**config.mk**
```make
export PLATFORM = sky130hd
export DESIGN_NAME = instr_fetch_queue
export DESIGN_NICKNAME = d
export VERILOG_FILES = /design/src/rtl/instr_fetch_queue.sv
export SDC_FILE = /design/constraint.sdc
export NUM_CORES = 1
export LEC_CHECK = 0
export CELL_PAD_IN_SITES_DETAIL_PLACEMENT = 0
export CELL_PAD_IN_SITES_GLOBAL_PLACEMENT = 1
export CORE_MARGIN = 8
export CORE_UTILIZATION = 30
export DETAILED_ROUTE_END_ITERATION = 7
export PLACE_DENSITY = 0.68
export SLEW_MARGIN = 10
export SYNTH_ARGS = -nofsm -noshare
export SYNTH_HDL_FRONTEND = slang
export SYNTH_SLANG_ARGS = --single-unit
```
**constraint.sdc**
```tcl
create_clock -name clk -period 3.5 [get_ports clk]
set_input_delay 0.7 -clock clk [delete_from_list [all_inputs] [get_ports clk]]
set_output_delay 0.7 -clock clk [all_outputs]
set_load 0.05 [all_outputs]
```
**src/rtl/instr_fetch_queue.sv**
```systemverilog
// Instruction fetch front end: sequential PC generation, credit-limited memory requests,
// in-order response buffering toward decode, and redirect with stale-response dropping.
module instr_fetch_queue #(
    parameter int unsigned DEPTH    = 4,
    parameter logic [31:0] RESET_PC = 32'h0000_0000
) (
    input  logic        clk,
    input  logic        rst,
    output logic        imem_req_valid,
    input  logic        imem_req_ready,
    output logic [31:0] imem_req_addr,
    input  logic        imem_rsp_valid,
    input  logic [31:0] imem_rsp_data,
    output logic        dec_valid,
    input  logic        dec_ready,
    output logic [31:0] dec_instr,
    output logic [31:0] dec_pc,
    output logic [31:0] dec_pc_plus4,
    input  logic        redirect,
    input  logic [31:0] redirect_pc
);
    localparam int AW = $clog2(DEPTH);
    localparam int CW = AW + 1;
    localparam logic [CW:0]  DEPTH_W = (CW+1)'(DEPTH);
    localparam logic [31:0]  NOP     = 32'h0000_0013;

    logic [31:0]   fetch_pc;
    logic [CW-1:0] inflight;
    logic [CW-1:0] drop;
    logic [CW-1:0] fifo_count;
    logic [AW-1:0] pcq_wr, pcq_rd;
    logic [AW-1:0] fq_wr, fq_rd;

    logic [31:0] pcq_mem  [DEPTH];
    logic [31:0] fq_instr [DEPTH];
    logic [31:0] fq_pc    [DEPTH];

    logic [CW:0]  credit_used;
    logic [31:0]  target_pc;
    logic         req_fire, rsp_fire, rsp_keep, dec_fire;

    // Buffered plus outstanding entries never exceed DEPTH, so a returning response always has room.
    assign credit_used    = {1'b0, fifo_count} + {1'b0, inflight};
    assign imem_req_valid = !rst && !redirect && (credit_used < DEPTH_W);
    assign imem_req_addr  = fetch_pc;
    assign target_pc      = redirect_pc & 32'hFFFF_FFFC;

    assign req_fire = imem_req_valid && imem_req_ready;
    assign rsp_fire = imem_rsp_valid && (inflight != '0);
    assign rsp_keep = rsp_fire && !redirect && (drop == '0);
    assign dec_fire = dec_valid && dec_ready;

    assign dec_valid    = (fifo_count != '0);
    assign dec_instr    = dec_valid ? fq_instr[fq_rd] : NOP;
    assign dec_pc       = dec_valid ? fq_pc[fq_rd] : 32'h0;
    assign dec_pc_plus4 = dec_pc + 32'd4;

    always_ff @(posedge clk or posedge rst) begin
        if (rst) begin
            fetch_pc   <= RESET_PC;
            inflight   <= '0;
            drop       <= '0;
            fifo_count <= '0;
            pcq_wr     <= '0;
            pcq_rd     <= '0;
            fq_wr      <= '0;
            fq_rd      <= '0;
        end else begin
            if (req_fire) begin
                fetch_pc <= fetch_pc + 32'd4;
                pcq_wr   <= pcq_wr + AW'(1);
            end
            if (rsp_fire) begin
                pcq_rd <= pcq_rd + AW'(1);
            end
            inflight <= inflight + CW'(req_fire) - CW'(rsp_fire);

            if (redirect) begin
                // Everything still outstanding after this cycle's response belongs to the old path.
                fetch_pc   <= target_pc;
                drop       <= inflight - CW'(rsp_fire);
                fifo_count <= '0;
                fq_rd      <= fq_wr;
            end else begin
                if (rsp_fire && (drop != '0)) begin
                    drop <= drop - CW'(1);
                end
                if (rsp_keep) begin
                    fq_wr <= fq_wr + AW'(1);
                end
                if (dec_fire) begin
                    fq_rd <= fq_rd + AW'(1);
                end
                fifo_count <= fifo_count + CW'(rsp_keep) - CW'(dec_fire);
            end
        end
    end

    always_ff @(posedge clk) begin
        if (req_fire) begin
            pcq_mem[pcq_wr] <= fetch_pc;
        end
        if (rsp_keep) begin
            fq_instr[fq_wr] <= imem_rsp_data;
            fq_pc[fq_wr]    <= pcq_mem[pcq_rd];
        end
    end
endmodule
```
==> results of run 1 <==
## metal layers
| metal | vias to the layer above | GRT usage [%] |
|---|---|---|
| li1 | 4537 | - |
| met1 | 5001 | 17.21 |
| met2 | 296 | 19.33 |
| met3 | 48 | 3.072 |
| met4 | 0 | 3.281 |
| met5 | - | 0 |
## through the flow
step                      setup slack, ns  cells
after floorplan                   0.02179   1036
after global placement            0.01948   2000
after detailed placement         -0.02607   2000
after CTS                         -0.4630   2090
after global routing              -0.4926   2098
final                             -0.3684   2098
## synth_stat cells (7+ instances only)
| library cell | count |
|---|---|
| o211ai_1 | 7 |
| buf_2 | 14 |
| nand3_1 | 30 |
| and3_1 | 13 |
| nand2_1 | 76 |
| a21oi_1 | 13 |
| ha_1 | 20 |
| mux4_2 | 93 |
| and2_1 | 63 |
| nor2_1 | 22 |
| nand4_1 | 18 |
| o21ai_0 | 34 |
| buf_4 | 15 |
| xnor2_1 | 30 |
| nor2b_1 | 7 |
| nor3_1 | 8 |
| dfrtp_1 | 47 |
| xor2_1 | 14 |
| edfxtp_1 | 368 |
| clkbuf_1 | 20 |
| inv_1 | 32 |
## logic make-up (layout without fill, tap and decap cells)
kind of cell / after synthesis / after routing / share of synthesized area, %
fa+ha+maj: 22 / 22 / 1.652
other cells: 1 / 6 / 0.02135
buf+inv: 91 / 388 / 2.536
simple gates: 268 / 268 / 8.234
compound gates: 88 / 88 / 3.298
mux: 102 / 102 / 12.46
xor+xnor: 44 / 44 / 2.194
flops: 415 / 415 / 69.60
## how the worst max path moves through the flow
stage | startpoint | endpoint | slack [ns]
after floorplan | fq_rd[0] | dec_pc_plus4[19] | 0.02
after global placement | fq_rd[0] | dec_pc_plus4[29] | 0.02
after detailed placement | fq_rd[0] | dec_pc_plus4[29] | -0.03
after CTS | fq_rd[0] | dec_pc_plus4[29] | -0.46
after global routing | fq_rd[0] | dec_pc_plus4[27] | -0.49
final | fq_rd[0] | dec_pc_plus4[27] | -0.37
## cell type report
cell class / instances / share of cell area [%]
inverter: 34 / 0.5755
clock buffer: 54 / 4.889
timing repair buffer: 277 / 12.41
sequential: 415 / 53.60
multi-input combinational: 530 / 23.53
tap: 765 / 4.193
clock inverter: 23 / 0.8003
## power by group through the flow
| stage | clock (mW) | combinational (mW) | sequential [mW] |
|---|---|---|---|
| after global routing | 4.54 | 9.69 | 6.36 |
| after CTS | 4.37 | 9.19 | 6.31 |
| final | 4.23 | 9.14 | 6.31 |
| after floorplan | 0 | 5.71 | 6.41 |
| after global placement | 0 | 8.89 | 6.40 |
| after detailed placement | 0 | 8.96 | 6.42 |
## state kept, by name (all words and copies together) (netlist names)
name,cells
inflight,3
imem_req_addr,30
drop,3
fq_pc,120
fq_wr,2
pcq_rd,2
fifo_count,3
pcq_wr,2
pcq_mem,120
fq_rd,2
fq_instr,128
## timing repair
item,CTS,global route
gates resized for setup,50,19
gates cloned,1,0
setup buffers,13,8
setup endpoints to repair,26,25
hold endpoints to repair,0,0
pin swaps,13,12
==> impl_metrics.yaml, run 1 <==
status:
  status: "finished, violations left"
  violations: "negative setup slack"
power_and_ir_drop:
  pwr-share-clk_pct: 21.5
  power_switching_mw: 7.662
  combPwrFrac_pct: 46.4
  peakVddDrop_mv: 0.6986
  fin_total_pwr_mw: 19.67
  power_density_nw_per_um2: 861.8
  intPower_mw: 12.01
  p_leak_nw: 7.993
  p_seq_share_pct: 32.1
  swShare_pct: 38.95
clock_network:
  clk_pin_slew_ns: 0.06
  clock_path_buffers: 3
  cts_tree: "built"
  clk_latency_ns: 0.57
  cts_sinks: 415
  ctsRootBufferMaster: "clkbuf_16"
  numCtsBuffers: 42
  htreeDepth: 2
  ctsHoldBuffers: 0
timing:
  fmax_mhz: 258.5
  rsz0062_at_grt: "yes"
  report.final.slew_viol_count: 0
  setup_tns_ns: -5.306
  holdWs_ns: 0.4824
  finClkSkew_ns: 0.02439
  setup_ws_ns: -0.3684
  finalCriticalPeriod_ns: 3.868
  hold_violations: 0
  period_share_pct: 110.5
  setup_viol: 23
  worst_pin_slew_ns: 0.8172
  slew_headroom_pct: 44.95
die:
  die_y_um: 258.0
  io_pins: 200
  core_area_um2: 57810
  die_w_um: 258.0
  fp.dieArea_um2: 66560
  rows: 88
  initial_core_util_pct: 30.39
detailed_routing:
  final_antenna_net_count: 0
  highest_layer: "met4"
  dr_wl_met3_um: 2847
  drc: 0
  viasPerCell: 4.710
  first_pass_iters: 5
  wl_met2_um: 19000
  wl_per_cell_um: 19.93
  wl_um: 41820
  vias: 9882
  met1Wirelength_um: 19250
  drt_iter0_markers: 620
critical_path:
  end_kind: "output pin"
  path_class: "register to output pin"
  crit_chain: "buf_12 > mux4_2 > nand2_1 > or3_4 > nor4bb_4 > buf_4 > nand4_1 > xnor2_2 > buf_12"
  crit_path_top_delay_cell: "dfrtp_4"
  crit_path_start_kind: "register"
  critPathArrivalTime_ns: 3.17
  required_ns: 2.80
  cp_num_buf_inv: 3
  max_stage_delay_ns: 0.54
  worstReg2RegStart: "fifo_count[1]"
  reg2reg_depth: 10
  r2r_end: "inflight[2]"
  r2r_slack_ns: 0.46
  worst-path-max-fanout: 6
  path_depth: 9
  crit_top_cell: "buf_12"
  crit_family: "simple AND/OR/NAND/NOR gates"
run:
  drv_cap: 0
cells_and_area:
  fin_area_um2: 22830
  final_common_cell: "edfxtp_1"
  area_growth_pct: 29.94
  multi_input_area_um2: 5371
  utilization_pct: 39.49
  nFillCells: 5277
  layout_common_cells: "edfxtp_1 (368), buf_4 (130), clkdlybuf4s50_1 (96)"
  finalNetCount: 1392
  antenna_cells: 0
  regArea_um2: 12240
  drive_gt1_share_pct: 30.98
global_routing:
  grt_max_degree: 51
  antenna_found_initial: 0
  grt.overflow.total: 0
  grt_util_all_layers_pct: 12.40
  grt_pass1_wl_um: 64090
  grt_pass1_vias: 10352
min_path:
  holdPathEnd: "pcq_rd[1]"
  worstHoldStart: "pcq_rd[1]"
  hold_depth: 1
  hold_class: "register to register"
yosys:
  async_reset_ff_share_pct: 11.33
  ys_warn_count: 0
  ys_types: 58
  synth_area_leaders: "edfxtp_1 (63%), mux4_2 (12%), dfrtp_1 (6.7%), and2_1 (2.2%), nand2_1 (1.6%)"
  synth-edff-count: 368
  synth_area_um2: 17570
  synth_top_area_share_pct: 62.91
  ys_ff_latch: 415
  synth_area_leader_cell: "edfxtp_1"
  syn_avg_cell_area_um2: 17.04
  seq_area_frac_synth_pct: 69.60
  syn-instance-count: 1031
  synth-main-ff-cell: "edfxtp_1"
placed_design:
  hpwl_um: 29170
  portBuffers: 191
  place_area_um2: 21050
  routabilityCongestion: 0.7608
No activity file was read; power rests on OpenSTA's default activity.
==> run 2: changes to the inputs <==
--- a/config.mk
+++ b/config.mk
@@ -9,6 +9,7 @@
 export CELL_PAD_IN_SITES_GLOBAL_PLACEMENT = 1
 export CORE_MARGIN = 8
 export CORE_UTILIZATION = 30
+export CTS_CLUSTER_SIZE = 28
 export DETAILED_ROUTE_END_ITERATION = 7
 export PLACE_DENSITY = 0.68
 export SLEW_MARGIN = 10
==> results of run 2 <==
Final layout, timing and power as in run 1 (identical DEF).
==> run 3: changes to the inputs <==
--- a/config.mk
+++ b/config.mk
@@ -7,10 +7,12 @@
 export LEC_CHECK = 0
 export CELL_PAD_IN_SITES_DETAIL_PLACEMENT = 0
 export CELL_PAD_IN_SITES_GLOBAL_PLACEMENT = 1
+export CORE_ASPECT_RATIO = 1.1
 export CORE_MARGIN = 8
 export CORE_UTILIZATION = 30
 export CTS_CLUSTER_SIZE = 28
 export DETAILED_ROUTE_END_ITERATION = 7
+export GPL_ROUTABILITY_DRIVEN = 1
 export PLACE_DENSITY = 0.68
 export SLEW_MARGIN = 10
 export SYNTH_ARGS = -nofsm -noshare
==> run 3 against run 2 <==
  * The flow still finishes with violations (negative setup slack)
  * Combinational power grew 0.7%
  * Die area is essentially flat
  * Final cell count shrank 1.1%
  * Register-to-register slack gained 0.16 ns
  * Critical path depth shrank 1
  * Hold slack gained 0.062 ns
  * Utilization is essentially flat
  * Global-route usage grew 0.12 points
  * Critical path type unchanged
  * Critical endpoint unchanged
  * Largest power group unchanged
==> impl_metrics.yaml, run 3 (synthesized netlist as in run 1, its figures left out) <==
critical_path:
  worstReg2RegStart: "inflight[2]"
  max_stage_delay_ns: 0.56
  worst-path-max-fanout: 8
  endpoint: "dec_pc_plus4[27]"
  end_kind: "output pin"
  crit_path_top_delay_cell: "dfrtp_4"
  reg2reg_depth: 10
  path_class: "register to output pin"
  crit_path_start_kind: "register"
  startpoint: "fq_rd[0]"
  critPathArrivalTime_ns: 3.05
  r2r_end: "inflight[2]"
  required_ns: 2.80
  r2r_slack_ns: 0.62
  crit_chain: "mux4_2 > nand2_4 > or3_4 > nor4bb_2 > buf_4 > nand4_1 > xnor2_2 > buf_12"
placed_design:
  hpwl_um: 28800
  dpl_worst_slack_ns: 0.1072
  placed_cells: 1973
  place_area_um2: 20980
  portBuffers: 191
  routabilityCongestion: 0.7417
timing:
  setup_tns_ns: -3.509
  period_share_pct: 107.2
  report.final.slew_viol_count: 0
  rsz0062_at_grt: "yes"
  finClkSkew_ns: 0.02137
  worst_pin_slew_ns: 0.8118
  holdWs_ns: 0.5444
  setup_ws_ns: -0.2530
  fmax_mhz: 266.5
  finalCriticalPeriod_ns: 3.753
  setup_viol: 21
  hold_violations: 0
  slew_headroom_pct: 45.88
cells_and_area:
  final_common_cell: "edfxtp_1"
  area_growth_pct: 30.63
  antenna_cells: 0
  reg_top3: "fq_instr (128), fq_pc (120), pcq_mem (120)"
  multi_input_area_um2: 5439
  largest_register: "fq_instr"
  finalNetCount: 1376
  drive_gt1_share_pct: 29.83
  regArea_um2: 12240
  largest_register_ffs: 128
  nFillCells: 5347
  fin_cells: 2074
  layout_common_cells: "edfxtp_1 (368), buf_4 (104), clkdlybuf4s50_1 (97)"
  fin_area_um2: 22950
  utilization_pct: 39.44
min_path:
  hold_class: "register to register"
clock_network:
  ctsHoldBuffers: 0
  htreeDepth: 2
  clk_latency_ns: 0.55
  cts_tree: "built"
  ctsRootBufferMaster: "clkbuf_16"
  clock_path_buffers: 3
  cts_sinks: 415
  clk_pin_slew_ns: 0.06
  numCtsBuffers: 45
die:
  io_pins: 200
  rows: 93
  initial_core_util_pct: 30.19
  die_w_um: 246.7
  fp.dieArea_um2: 66560
  die_y_um: 269.8
  core_area_um2: 58180
detailed_routing:
  first_pass_iters: 5
  drt_iter0_markers: 615
  vias: 9862
  viasPerCell: 4.755
  final_antenna_net_count: 0
  wl_um: 42660
  wl_per_cell_um: 20.57
  drc: 0
status:
  violations: "negative setup slack"
  status: "finished, violations left"
power_and_ir_drop:
  peakVddDrop_mv: 0.3600
  pwr-share-clk_pct: 22.2
  swShare_pct: 38.41
  combPwrFrac_pct: 46.0
  power_switching_mw: 7.689
  p_leak_nw: 8.004
  power_density_nw_per_um2: 872.4
  fin_total_pwr_mw: 20.02
  intPower_mw: 12.33
  p_seq_share_pct: 31.9
global_routing:
  antenna_found_initial: 0
  grt.overflow.total: 0
  grt_util_all_layers_pct: 12.52
  grt_pass1_wl_um: 63700
  grt_pass1_vias: 10221
  grt_max_degree: 51
run:
  drv_cap: 0
==> run 3: layer usage <==
| metal | share of wire, % | track usage [%] |
|---|---|---|
| met5 | 0 | 0 |
| met2 | 49 | 20.66 |
| met3 | 6.5 | 3.204 |
| met4 | 2.1 | 3.209 |
| met1 | 42 | 16.29 |
==> run 3: power groups by stage <==
| stage | Sequential (mW) | Combinational (mW) | Clock, mW |
|---|---|---|---|
| after floorplan | 6.41 | 5.71 | 0 |
| after global placement | 6.48 | 8.78 | 0 |
| after detailed placement | 6.50 | 8.85 | 0 |
| after CTS | 6.40 | 9.08 | 4.56 |
| after global routing | 6.44 | 9.73 | 4.74 |
| final | 6.38 | 9.20 | 4.44 |
==> run 3: area by class of cell <==
cell class / instances / share of cell area, %
Sequential cell: 415 / 53.32
Multi-Input combinational cell: 530 / 23.70
Timing Repair Buffer: 258 / 12.30
Clock buffer: 62 / 5.316
Tap cell: 760 / 4.144
Clock inverter: 15 / 0.6434
Inverter: 34 / 0.5725
==> run 3: critical path: cells and delay by family (launching register included) <==
family                 cells  cell delay (ns)
XOR/XNOR                   1             0.23
buffers and inverters      2             0.40
flip-flops                 1             0.56
multiplexers               1             0.40
AND/OR/NAND/NOR            4             0.90
==> run 3: worst min path at each step <==
| stage | startpoint | endpoint | slack (ns) | cells after the start |
|---|---|---|---|---|
| after floorplan | pcq_wr[0] | pcq_wr[0] | 0.50 | 1 |
| after global placement | pcq_wr[0] | pcq_wr[0] | 0.53 | 1 |
| after detailed placement | pcq_wr[0] | pcq_wr[0] | 0.54 | 1 |
| after CTS | pcq_wr[0] | pcq_wr[0] | 0.55 | 1 |
| after global routing | pcq_wr[0] | pcq_wr[0] | 0.59 | 1 |
| final | pcq_wr[0] | pcq_wr[0] | 0.54 | 1 |
==> run 3: timing repair <==
item,4_1_cts,5_1_grt
gates resized for setup,32,36
setup buffers,11,11
cloned,1,1
pin swaps,14,16
setup endpoints to repair,23,23
